File: config.mk
export PLATFORM = sky130hd
export DESIGN_NAME = mem_arbiter_flat
export DESIGN_NICKNAME = d
export VERILOG_FILES = /design/src/rtl/mem_arb_pkg.sv /design/src/rtl/mem_arbiter_if.sv /design/src/rtl/arb_pick.sv /design/src/rtl/mem_arbiter.sv /design/src/flat_wrapper.sv
export SDC_FILE = /design/constraint.sdc
export NUM_CORES = 1
export LEC_CHECK = 0
export CAP_MARGIN = 20
export CELL_PAD_IN_SITES_DETAIL_PLACEMENT = 0
export CELL_PAD_IN_SITES_GLOBAL_PLACEMENT = 1
export CORE_MARGIN = 2
export CORE_UTILIZATION = 28
export CTS_BUF_LIST = sky130_fd_sc_hd__clkbuf_4 sky130_fd_sc_hd__clkbuf_8 sky130_fd_sc_hd__clkbuf_16
export DETAILED_ROUTE_END_ITERATION = 8
export PLACE_DENSITY = 0.88
export SLEW_MARGIN = 20
export SYNTH_ARGS = -nofsm -noshare
export SYNTH_HDL_FRONTEND = slang
export SYNTH_SLANG_ARGS = --single-unit
File: constraint.sdc
create_clock -name clk -period 1.5 [get_ports clk]
set_input_delay 0.15 -clock clk [delete_from_list [all_inputs] [get_ports clk]]
set_output_delay 0.15 -clock clk [all_outputs]
set_load 0.02 [all_outputs]
File: src/rtl/mem_arb_pkg.sv
// rtl/mem_arb_pkg.sv - shared types and owner encoding for mem_arbiter
package mem_arb_pkg;

    typedef enum logic [1:0] {
        IDLE = 2'd0,
        BUSY = 2'd1,
        RESP = 2'd2
    } state_t;

    localparam logic OWN_FETCH = 1'b0;
    localparam logic OWN_DATA  = 1'b1;

endpackage

File: src/rtl/mem_arbiter_if.sv
// rtl/mem_arbiter_if.sv - fetch, data and memory handshake bundle for mem_arbiter
//   fetch port : i_req, i_addr -> i_gnt, i_rvalid, i_rdata
//   data port  : d_req, d_we, d_addr, d_wdata -> d_gnt, d_rvalid, d_rdata
//   memory port: mem_req, mem_we, mem_addr, mem_wdata <- mem_ack, mem_rdata
//   owner      : 0 = fetch, 1 = data, current or last transaction
//   modport slave is the arbiter side, modport master the requester/memory side
interface mem_arbiter_if #(
    parameter int ADDR_W = 32,
    parameter int DATA_W = 32
) ();
    logic              i_req;
    logic [ADDR_W-1:0] i_addr;
    logic              i_gnt;
    logic              i_rvalid;
    logic [DATA_W-1:0] i_rdata;

    logic              d_req;
    logic              d_we;
    logic [ADDR_W-1:0] d_addr;
    logic [DATA_W-1:0] d_wdata;
    logic              d_gnt;
    logic              d_rvalid;
    logic [DATA_W-1:0] d_rdata;

    logic              mem_req;
    logic              mem_we;
    logic [ADDR_W-1:0] mem_addr;
    logic [DATA_W-1:0] mem_wdata;
    logic              mem_ack;
    logic [DATA_W-1:0] mem_rdata;

    logic              owner;

    modport slave (
        input  i_req, i_addr, d_req, d_we, d_addr, d_wdata, mem_ack, mem_rdata,
        output i_gnt, i_rvalid, i_rdata, d_gnt, d_rvalid, d_rdata,
        output mem_req, mem_we, mem_addr, mem_wdata, owner
    );

    modport master (
        output i_req, i_addr, d_req, d_we, d_addr, d_wdata, mem_ack, mem_rdata,
        input  i_gnt, i_rvalid, i_rdata, d_gnt, d_rvalid, d_rdata,
        input  mem_req, mem_we, mem_addr, mem_wdata, owner
    );

endinterface

File: src/rtl/arb_pick.sv
// rtl/arb_pick.sv - combinational winner select between fetch and data requests
//   i_req, d_req : pending requests
//   last_owner   : owner of the previous transaction
//   win          : selected port (OWN_FETCH / OWN_DATA)
//   MEM_ARB_RR_EN: defined -> alternate on ties; undefined -> data beats fetch
module arb_pick
    import mem_arb_pkg::*;
(
    input  logic i_req,
    input  logic d_req,
    input  logic last_owner,
    output logic win
);

    always_comb begin
        // With no request the value is irrelevant; hold the last owner.
        win = last_owner;
        if (i_req && d_req) begin
`ifdef MEM_ARB_RR_EN
            // Pointer resets to fetch, so data wins the first tie.
            win = ~last_owner;
`else
            win = OWN_DATA;
`endif
        end else if (d_req) begin
            win = OWN_DATA;
        end else if (i_req) begin
            win = OWN_FETCH;
        end
    end

endmodule

File: src/rtl/mem_arbiter.sv
// rtl/mem_arbiter.sv - two-port (fetch/data) arbiter onto one shared memory port
//   clk   : rising-edge clock
//   reset : asynchronous active-low reset
//   bus   : mem_arbiter_if.slave (fetch, data and memory handshakes, owner)
//   MEM_ARB_RR_EN: enables alternating tie-break in arb_pick
module mem_arbiter
    import mem_arb_pkg::*;
#(
    parameter int ADDR_W = 32,
    parameter int DATA_W = 32
) (
    input  logic           clk,
    input  logic           reset,
    mem_arbiter_if.slave   bus
);

    state_t            state;
    logic              owner_q;
    logic              win;

    logic              i_gnt_q;
    logic              d_gnt_q;
    logic              i_rvalid_q;
    logic              d_rvalid_q;
    logic [DATA_W-1:0] i_rdata_q;
    logic [DATA_W-1:0] d_rdata_q;
    logic              mem_req_q;
    logic              mem_we_q;
    logic [ADDR_W-1:0] mem_addr_q;
    logic [DATA_W-1:0] mem_wdata_q;

    // owner_q doubles as the round-robin pointer.
    arb_pick u_pick (
        .i_req      (bus.i_req),
        .d_req      (bus.d_req),
        .last_owner (owner_q),
        .win        (win)
    );

    always_ff @(posedge clk or negedge reset) begin
        if (!reset) begin
            state       <= IDLE;
            owner_q     <= OWN_FETCH;
            i_gnt_q     <= 1'b0;
            d_gnt_q     <= 1'b0;
            i_rvalid_q  <= 1'b0;
            d_rvalid_q  <= 1'b0;
            i_rdata_q   <= '0;
            d_rdata_q   <= '0;
            mem_req_q   <= 1'b0;
            mem_we_q    <= 1'b0;
            mem_addr_q  <= '0;
            mem_wdata_q <= '0;
        end else begin
            // Grants and rvalids are single-cycle pulses.
            i_gnt_q    <= 1'b0;
            d_gnt_q    <= 1'b0;
            i_rvalid_q <= 1'b0;
            d_rvalid_q <= 1'b0;
            case (state)
                IDLE: begin
                    if (bus.i_req || bus.d_req) begin
                        owner_q   <= win;
                        mem_req_q <= 1'b1;
                        state     <= BUSY;
                        if (win == OWN_DATA) begin
                            d_gnt_q     <= 1'b1;
                            mem_we_q    <= bus.d_we;
                            mem_addr_q  <= bus.d_addr;
                            mem_wdata_q <= bus.d_wdata;
                        end else begin
                            i_gnt_q     <= 1'b1;
                            mem_we_q    <= 1'b0;
                            mem_addr_q  <= bus.i_addr;
                            mem_wdata_q <= '0;
                        end
                    end
                end
                BUSY: begin
                    if (bus.mem_ack) begin
                        mem_req_q <= 1'b0;
                        state     <= RESP;
                        if (owner_q == OWN_DATA) begin
                            d_rvalid_q <= 1'b1;
                            // Store responses carry no data.
                            d_rdata_q  <= mem_we_q ? '0 : bus.mem_rdata;
                        end else begin
                            i_rvalid_q <= 1'b1;
                            i_rdata_q  <= bus.mem_rdata;
                        end
                    end
                end
                RESP: begin
                    // Turnaround cycle: rvalid is visible, no new grant.
                    state <= IDLE;
                end
                default: begin
                    state <= IDLE;
                end
            endcase
        end
    end

    assign bus.i_gnt     = i_gnt_q;
    assign bus.d_gnt     = d_gnt_q;
    assign bus.i_rvalid  = i_rvalid_q;
    assign bus.d_rvalid  = d_rvalid_q;
    assign bus.i_rdata   = i_rdata_q;
    assign bus.d_rdata   = d_rdata_q;
    assign bus.mem_req   = mem_req_q;
    assign bus.mem_we    = mem_we_q;
    assign bus.mem_addr  = mem_addr_q;
    assign bus.mem_wdata = mem_wdata_q;
    assign bus.owner     = owner_q;

endmodule

File: src/flat_wrapper.sv
// flat-port wrapper written by rule: the top's interface ports become plain ports
module mem_arbiter_flat import mem_arb_pkg::*;
#(
    parameter int ADDR_W = 32,
    parameter int DATA_W = 32
)
  (clk, reset, bus_i_req, bus_i_addr, bus_d_req, bus_d_we, bus_d_addr, bus_d_wdata, bus_mem_ack, bus_mem_rdata, bus_i_gnt, bus_i_rvalid, bus_i_rdata, bus_d_gnt, bus_d_rvalid, bus_d_rdata, bus_mem_req, bus_mem_we, bus_mem_addr, bus_mem_wdata, bus_owner);
  mem_arbiter_if #(.ADDR_W(ADDR_W), .DATA_W(DATA_W)) bus_i ();
  input  logic clk;
  input  logic reset;
  input wire logic [$bits(bus_i.i_req)-1:0] bus_i_req;
  input wire logic [$bits(bus_i.i_addr)-1:0] bus_i_addr;
  input wire logic [$bits(bus_i.d_req)-1:0] bus_d_req;
  input wire logic [$bits(bus_i.d_we)-1:0] bus_d_we;
  input wire logic [$bits(bus_i.d_addr)-1:0] bus_d_addr;
  input wire logic [$bits(bus_i.d_wdata)-1:0] bus_d_wdata;
  input wire logic [$bits(bus_i.mem_ack)-1:0] bus_mem_ack;
  input wire logic [$bits(bus_i.mem_rdata)-1:0] bus_mem_rdata;
  output wire logic [$bits(bus_i.i_gnt)-1:0] bus_i_gnt;
  output wire logic [$bits(bus_i.i_rvalid)-1:0] bus_i_rvalid;
  output wire logic [$bits(bus_i.i_rdata)-1:0] bus_i_rdata;
  output wire logic [$bits(bus_i.d_gnt)-1:0] bus_d_gnt;
  output wire logic [$bits(bus_i.d_rvalid)-1:0] bus_d_rvalid;
  output wire logic [$bits(bus_i.d_rdata)-1:0] bus_d_rdata;
  output wire logic [$bits(bus_i.mem_req)-1:0] bus_mem_req;
  output wire logic [$bits(bus_i.mem_we)-1:0] bus_mem_we;
  output wire logic [$bits(bus_i.mem_addr)-1:0] bus_mem_addr;
  output wire logic [$bits(bus_i.mem_wdata)-1:0] bus_mem_wdata;
  output wire logic [$bits(bus_i.owner)-1:0] bus_owner;
  assign bus_i.i_req = bus_i_req;
  assign bus_i.i_addr = bus_i_addr;
  assign bus_i.d_req = bus_d_req;
  assign bus_i.d_we = bus_d_we;
  assign bus_i.d_addr = bus_d_addr;
  assign bus_i.d_wdata = bus_d_wdata;
  assign bus_i.mem_ack = bus_mem_ack;
  assign bus_i.mem_rdata = bus_mem_rdata;
  assign bus_i_gnt = bus_i.i_gnt;
  assign bus_i_rvalid = bus_i.i_rvalid;
  assign bus_i_rdata = bus_i.i_rdata;
  assign bus_d_gnt = bus_i.d_gnt;
  assign bus_d_rvalid = bus_i.d_rvalid;
  assign bus_d_rdata = bus_i.d_rdata;
  assign bus_mem_req = bus_i.mem_req;
  assign bus_mem_we = bus_i.mem_we;
  assign bus_mem_addr = bus_i.mem_addr;
  assign bus_mem_wdata = bus_i.mem_wdata;
  assign bus_owner = bus_i.owner;
  mem_arbiter #(.ADDR_W(ADDR_W), .DATA_W(DATA_W)) u_core (.clk(clk), .reset(reset), .bus(bus_i));
endmodule
### Word-level counts from Yosys, hierarchy flattened

Cells that the tools add are included.

| cells by class | value |
|---|---|
| reductions and logical operators | 9 |
| mux-type cells | 25 |
| bitwise gates (word level) | 1 |
| eq/ne operators | 3 |

Operators with widths:

| kind | count |
|---|---|
| 32-bit 2-to-1 mux | 3 |
| 1-bit 2-to-1 mux | 18 |
| 3-bit AND reduction | 3 |
| 2-bit 2-to-1 mux | 2 |
| 2-bit case mux with 2 select lines | 1 |
| 2-bit AND reduction | 2 |
| 2-bit by 1-bit equality test with 1-bit output (second input constant) | 1 |
| 2-bit logical NOT | 1 |
| 2-bit by 1-bit != test with 1-bit output (second input constant) | 1 |
| 2-bit != test (second input constant) | 1 |
| 1-bit case mux with 2 select lines | 1 |
| 2-bit nonzero test | 1 |
| 1-bit logical AND | 1 |
| 1-bit logical OR | 1 |
| 1-bit inverter | 1 |

| storage, ports and cells | value |
|---|---|
| logic and storage cells | 50 |
| input port bits | 134 |
| flip-flop bits (word level) | 137 |
| output and inout port bits | 135 |

### Longest topological paths before layout

Gate-level depths: netlist (run 1).

| logic depth | value |
|---|---|
| depth after elaboration | 6 |
| gate-level depth with buffers | 6 |
| mapped depth without buffers | 3 |

### Modules after synthesis

Synthesis (run 1) repeated with hierarchy kept, for this count alone.

| second synthesis, totals | value |
|---|---|
| cell total of the unflattened synthesis | 471 |
| area total of the unflattened synthesis | 5,746.8 sq um |

By module, submodules not included:

| module | area each (sq um) | cells each | times used |
|---|---|---|---|
| mem_arbiter | 5,735.5 | 469 | 1 |
| arb_pick | 11.3 | 2 | 1 |

### Least setup slack after synthesis (run 1)

OpenSTA, ideal clock, no wires.

| path | value |
|---|---|
| kind | register to register |
| start point | register u_core.state[1] |
| end point | register u_core.i_rdata_q[10] (netlist: u_core.bus.i_rdata[10]) |
| required time | 1.375 ns |
| cell stages (with the launch flop) | 5 |
| buffers on the path | 1 |
| path slack | 0.046 ns |
| clock period less this slack | 1.454 ns |
| arrival | 1.329 ns |
| library setup time | 0.125 ns |
| path through | dfrtp_1 nand3b_1 nor2_4 buf_6 mux2_2 |

| between the ends | value |
|---|---|
| cells in the longest elaborated chain, start to end | 2 |

Ends and longest elaborated chain:

| what | line | RTL |
|---|---|---|
| start, declared | mem_arbiter.sv:17 | `state_t state;` |
| start signal, assigned | mem_arbiter.sv:42 | `state <= IDLE;` |
| start signal, assigned | mem_arbiter.sv:65 | `state <= BUSY;` |
| start signal, assigned | mem_arbiter.sv:82 | `state <= RESP;` |
| 2-bit by 1-bit equality test with 1-bit output | mem_arbiter.sv:60 | `case (state)` |
| 3-bit AND reduction (no source line) | n/a |  |
| end signal, assigned | mem_arbiter.sv:89 | `i_rdata_q <= bus.mem_rdata;` |
| end, declared | mem_arbiter.sv:25 | `logic [DATA_W-1:0] i_rdata_q;` |

Every way passes these cells.
A chain may end at the register's enable or synchronous reset.

### Worst setup path after layout (run 1)

| path | value |
|---|---|
| start point | register u_core.state[1] |
| end point | register u_core.i_rdata_q[4] (netlist: u_core.bus.i_rdata[4]) |

The elaborated chain is that of the path after synthesis.

==> results of run 1 <==
## cell families (layout without fill, tap and decap cells)
family	after synthesis	in the layout	synth area share (%)
and+or+nand+nor	106	106	11.21
muxes	32	32	6.673
DFF	137	137	63.48
AOI/OAI and AO/OA	100	100	14.57
buffers and inverters	33	326	4.055
## path summary, 6_finish.rpt
path	end	slack, ns	depth (start not counted)	start
min in group clk	u_core.bus.d_rdata[22]	0.33	3	bus_mem_rdata[22]
setup reg to reg	u_core.bus.i_rdata[4]	-0.02	4	u_core.state[1]
hold / removal	u_core.bus.d_rdata[12]	0.23	2	reset
hold reg to reg	u_core.bus.mem_req	0.47	2	u_core.bus.mem_req
setup / recovery	u_core.bus.i_rdata[4]	-0.02	4	u_core.state[1]
max in group asynchronous	u_core.bus.mem_wdata[22]	0.63	3	reset
## cells in the final DEF (no fill, tap or decap), types with 2 or more instances in the layout
cell,Yosys,layout
clkbuf_4,0,2
o21ai_0,26,26
clkbuf_16,0,20
mux2_2,27,26
clkinv_2,0,3
inv_1,2,2
clkinv_4,0,3
and2_1,32,32
nand2b_1,32,32
buf_6,11,3
buf_4,0,10
buf_12,0,9
dlygate4sd2_1,0,134
a22o_1,33,33
mux2_1,5,5
clkinvlp_4,0,2
nand2_1,35,35
dfrtp_1,137,136
clkdlybuf4s50_1,0,132
a221o_1,32,32
clkbuf_8,0,2
o21ai_1,8,7
## worst reg2reg max path: cells and delay by family (launching register included)
family | cells | cell delay (ns)
buffers and inverters | 1 | 0.22
AND/OR/NAND/NOR | 2 | 0.37
flip-flops | 1 | 0.42
multiplexers | 1 | 0.39
## what timing repair did
| action | in CTS | in global routing |
|---|---|---|
| endpoints found under the setup margin | 162 | 41 |
| gates cloned | 0 | 3 |
| resized for setup | 135 | 4 |
| hold buffers | 1 | 0 |
| setup buffers | 0 | 2 |
| endpoints found under the hold margin | 36 | 0 |
## layout make-up
| cell class | count | area [sq um] | share of cell area, % |
|---|---|---|---|
| sequential | 137 | 3430 | 38.21 |
| timing repair buffer | 293 | 2882 | 32.11 |
| multi-input combinational | 238 | 1768 | 19.70 |
| clock buffer | 21 | 467.9 | 5.214 |
| tap | 260 | 325.3 | 3.625 |
| clock inverter | 10 | 95.09 | 1.060 |
| inverter | 2 | 7.507 | 0.08365 |
## per-stage QoR
step / power, W / cell area, sq um / worst slack (ns) / std cells / hold WS [ns]
floorplan: 0.01148 / 5400 / 0.04606 / 408 / -0.1456
global placement: 0.01644 / 8464 / -0.1552 / 924 / 0.08270
detailed placement: 0.01660 / 8464 / -0.1807 / 924 / 0.08568
CTS: 0.01938 / 8874 / -0.01728 / 956 / 0.2130
global route: 0.02044 / 8975 / -0.09009 / 961 / 0.2449
finish: 0.01920 / 8975 / -0.01886 / 961 / 0.2290
## flip-flops by register name, indices dropped and copies added, names as in the netlist
register,cells
u_core.bus.d_gnt,1
u_core.bus.d_rdata,32
u_core.bus.d_rvalid,1
u_core.bus.i_gnt,1
u_core.bus.i_rdata,32
u_core.bus.i_rvalid,1
u_core.bus.mem_addr,32
u_core.bus.mem_req,1
u_core.bus.mem_wdata,32
u_core.bus.mem_we,1
u_core.bus.owner,1
u_core.state,2
## power by group
part | switching [W] | leakage (nW) | internal [W]
Combinational | 0.00482 | 2.29 | 0.00395
Sequential | 0.000941 | 1.71 | 0.00552
Clock | 0.00157 | 0.276 | 0.00240
## metal layers
layer / track usage [%] / vias up / routed length, microns
met2: 25.18 / 185 / 7477
met5: 0 / - / 0
li1: - / 2015 / -
met4: 6.722 / 0 / 336
met1: 18.50 / 2055 / 6485
met3: 4.930 / 24 / 1260
==> out/qor.yml, run 1 <==
drive_above_1_share_pct: 12.70
post-route-util_pct: 47.66
drtPass1Iterations: 4
fin_worst_skew_ns: 0.006300
setup_slack_ns: -0.01886
p_leak_nw: 4.268
wl_per_cell_microns: 16.19
yosysSeqAreaShare_pct: 63.48
ant_nets: 0
violations: "setup timing"
cts_num_sinks: 137
vias: 4279
critPathMaxStageDelay_ns: 0.42
grt_pass1_wl_microns: 24330
fmax_mhz: 658.4
grt_usage_pct: 15.34
gp_congestion: 0.7777
final_nets: 823
antenna_found_initial: 0
grt-ovfl-total: 0
coreArea_sq_um: 18830
start_util_pct: 28.68
area_delta_synth_final_pct: 66.20
drc: 0
ir_worst_vdd_mv: 0.8484
min_period_over_period_pct: 101.3
worstSetupStartpointType: "register"
path_max_fanout: 33
fin_crit_ns: 1.519
synthCells: 408
yosys_warnings: 0
clock_path_buffers: 2
nFillCells: 1791
final-hold-violation-count: 0
cts-buffers-inserted: 17
cp.required_ns: 1.79
clk_latency_ns: 0.41
die_h_microns: 142.9
synth.distinct_cells: 22
cts_tree: "built"
worstMarginPinSlew_ns: 0.3849
hold_path_class: "primary input to asynchronous set/reset pin"
die_w_microns: 142.9
crit_type: "register to register"
via_per_inst: 4.453
die_area_sq_um: 20410
path_buf_inv: 1
num_io_pins: 269
slew_viol_final: 0
slew_headroom_pct: 74.34
num_rows: 50
synth_nets: 542
drv_cap: 0
ctsHtreeMaxLevel: 4
syn-cell-area_sq_um: 5400
yosysTopAreaCellShare_pct: 63.48
p_per_area_nw_per_um2: 2139
crit_slowest_cell: "dfrtp_1"
dpl.hpwl_microns: 10760
drt_iter0_drc: 126
grt_pass1_vias: 4585
clkTransAtPathRegs_ns: 0.06
drt-total-wl_microns: 15560
yosys.area.top_type: "dfrtp_1"
synthArstFlopShare_pct: 100.0
synth_ff_type: "dfrtp_1"
netlist_top_cells_area: "dfrtp_1 63%, a221o_1 5.9%, mux2_2 5.6%"
cp-end-kind: "register"
outcome: "complete, but fails checks"
cp.arrival_ns: 1.81
crit_chain: "nand3b_1, nor2_4, buf_12, mux2_2"
final.setup.tns_ns: -0.1954
rsz0062_at_grt: "true"
cp_top_family: "flip-flops"
setup_viol: 16
grt_start_max_net_pins: 66
synth_edf_count: 0
synth.most_common_cell: "dfrtp_1"
cts-root-buf: "clkbuf_16"
synth-seq-cells: 137
synth_commonest_cells: "137 x dfrtp_1, 35 x nand2_1, 33 x a22o_1"
syn_avg_cell_area_sq_um: 13.24
portBuffers: 268
antenna_cells: 0
Power figures use the tool's default switching activity.
==> run 2, diff against run 1 <==
--- a/config.mk
+++ b/config.mk
@@ -13,6 +13,7 @@
 export CTS_BUF_LIST = sky130_fd_sc_hd__clkbuf_4 sky130_fd_sc_hd__clkbuf_8 sky130_fd_sc_hd__clkbuf_16
 export DETAILED_ROUTE_END_ITERATION = 8
 export PLACE_DENSITY = 0.88
+export REMOVE_ABC_BUFFERS = 1
 export SLEW_MARGIN = 20
 export SYNTH_ARGS = -nofsm -noshare
 export SYNTH_HDL_FRONTEND = slang
==> run 2 against run 1 <==
Effect of this change:
- the run still ends with setup timing left
- clock skew rose by 0.0034 ns
- highest routed layer unchanged
- clock-buffer cell count fell by 3
- first-iteration DRC count rose by 38%
- combinational power rose by 5.1%
- global-route usage fell by 0.084 points
- critical path type unchanged
- sequential power barely moved
- power rose by 2.5%
- die area did not move
- flip-flop and latch count did not move
- cell area rose by 2.3%
- worst hold slack got worse by 0.0080 ns
==> out/qor.yml, run 2 (synthesis gave the netlist of run 1 again) <==
area.sequential_sq_um: 3428
grt_start_max_net_pins: 66
rrSetupSlack_ns: -0.05
drv_cap: 0
pwr-share-comb_pct: 46.8
drt_iter0_drc: 174
p_sw_w: 0.007557
setup_slack_ns: -0.05428
wl_per_cell_microns: 17.02
num_rows: 50
fmax_mhz: 643.4
coreArea_sq_um: 18830
outcome: "complete, but fails checks"
dpl.hpwl_microns: 11190
cp.arrival_ns: 1.85
post-route-util_pct: 48.76
cp.required_ns: 1.80
setup_viol: 35
crit_type: "register to register"
p_leak_nw: 4.393
clk_latency_ns: 0.42
portBuffers: 268
rsz0062_at_grt: "true"
die_area_sq_um: 20410
min_period_over_period_pct: 103.6
final_cell_mix: "137 x dfrtp_1, 135 x dlygate4sd2_1, 132 x clkdlybuf4s50_1"
drive_above_1_share_pct: 14.51
drc: 0
worstMarginPinSlew_ns: 0.3899
final-hold-violation-count: 0
fin_worst_skew_ns: 0.009712
cp-end-kind: "register"
nFillCells: 1734
clock_path_buffers: 2
cts-root-buf: "clkbuf_16"
reg2reg_to: "u_core.bus.i_rdata[30]"
grt_usage_pct: 15.25
area_delta_synth_final_pct: 70.04
path_max_fanout: 7
antenna_cells: 0
finalPower_w: 0.01968
cts_tree: "built"
gp_congestion: 0.7800
ir_worst_vdd_mv: 0.8055
vias: 4416
ctsHtreeMaxLevel: 4
hold_path_class: "primary input to asynchronous set/reset pin"
p_per_area_nw_per_um2: 2144
clkTransAtPathRegs_ns: 0.06
die_w_microns: 142.9
cts_num_sinks: 137
violations: "setup timing"
fin_crit_ns: 1.554
p_int_w: 0.01213
num_io_pins: 269
multiInputGateArea_sq_um: 1886
worstSetupStartpointType: "register"
reg2regPathDepth: 5
slew_viol_final: 0
grt-ovfl-total: 0
die_h_microns: 142.9
slew_headroom_pct: 74.01
seq_power_share_pct: 33.0
final_nets: 831
drt-total-wl_microns: 16510
final_common_cell: "dfrtp_1"
r2r-start: "u_core.state[1]"
via_per_inst: 4.553
drtPass1Iterations: 4
grt_pass1_vias: 4586
start_util_pct: 28.68
pwr-share-clk_pct: 20.2
grt_pass1_wl_microns: 24000
p_sw_share_pct: 38.39
cts-buffers-inserted: 17
ant_nets: 0
antenna_found_initial: 0
[run 2: power groups by stage]
stage	clock network [W]	logic (W)	registers, W
floorplan	0	0.00246	0.00876
global placement	0	0.00988	0.00656
detailed placement	0	0.0100	0.00657
CTS	0.00410	0.00877	0.00649
global route	0.00423	0.00985	0.00670
finish	0.00397	0.00922	0.00649
[run 2: what timing repair did]
action,in CTS,in global routing
gates cloned,0,5
hold endpoints to repair,43,0
pin swaps,0,2
setup buffers,0,3
hold buffers,1,0
setup endpoints to repair,136,49
resized for setup,136,36
[run 2: routing by layer]
metal  up-vias  global-route usage (%)  part of all wire, %
li1       2044                       -                    -
met5         -                       0                    0
met1      2142                   17.87                   42
met2       210                   24.97                   47
met4         0                   5.315                  1.6
met3        20                   6.707                  9.2
[run 2: cell type report]
class                      count  area share (%)
sequential                   137           37.33
timing repair buffer         301           32.44
multi-input combinational    238           20.53
clock buffer                  18           4.715
tap                          260           3.543
clock inverter                14           1.349
inverter                       2         0.08175
[run 2: how the worst max path moves through the flow]
stage / start / endpoint / slack (ns)
after floorplan: bus_i_req / u_core.state[0] / -1.39
after global placement: bus_mem_ack / u_core.bus.i_rdata[10] / -0.1
after detailed placement: bus_mem_ack / u_core.bus.i_rdata[31] / -0.13
after CTS: u_core.state[1] / u_core.bus.i_rdata[11] / 0.002
after global routing: u_core.state[1] / u_core.bus.i_rdata[14] / -0.08
final: u_core.state[1] / u_core.bus.i_rdata[30] / -0.05
[run 2: metrics by stage]
stage          setup slack (ns)  setup TNS (ns)  cell area (sq um)  std cells  hold WS (ns)
6_report               -0.05428          -1.007               9183        970        0.2210
5_1_grt                -0.08366          -3.376               9183        970        0.2353
4_1_cts                0.001911               0               8904        962        0.2076
3_5_place_dp            -0.1308          -7.770               8502        929       0.08921
3_3_place_gp           -0.09610          -4.760               8502        929       0.08954
2_1_floorplan            -1.395         -120.83               5189        377       -0.1456
[run 2: worst max-delay path: stages (launching register included)]
cell	delay [ns]
dfrtp_1	0.42
nand3b_1	0.24
nor2_4	0.16
buf_12	0.14
clkbuf_16	0.17
mux2_4	0.31
==> run 3, diff against run 2 <==
--- a/config.mk
+++ b/config.mk
@@ -14,7 +14,6 @@
 export DETAILED_ROUTE_END_ITERATION = 8
 export PLACE_DENSITY = 0.88
 export REMOVE_ABC_BUFFERS = 1
-export SLEW_MARGIN = 20
 export SYNTH_ARGS = -nofsm -noshare
 export SYNTH_HDL_FRONTEND = slang
 export SYNTH_SLANG_ARGS = --single-unit
==> results of run 3 <==
The final DEF is identical to that of run 2; final timing and power are the same.
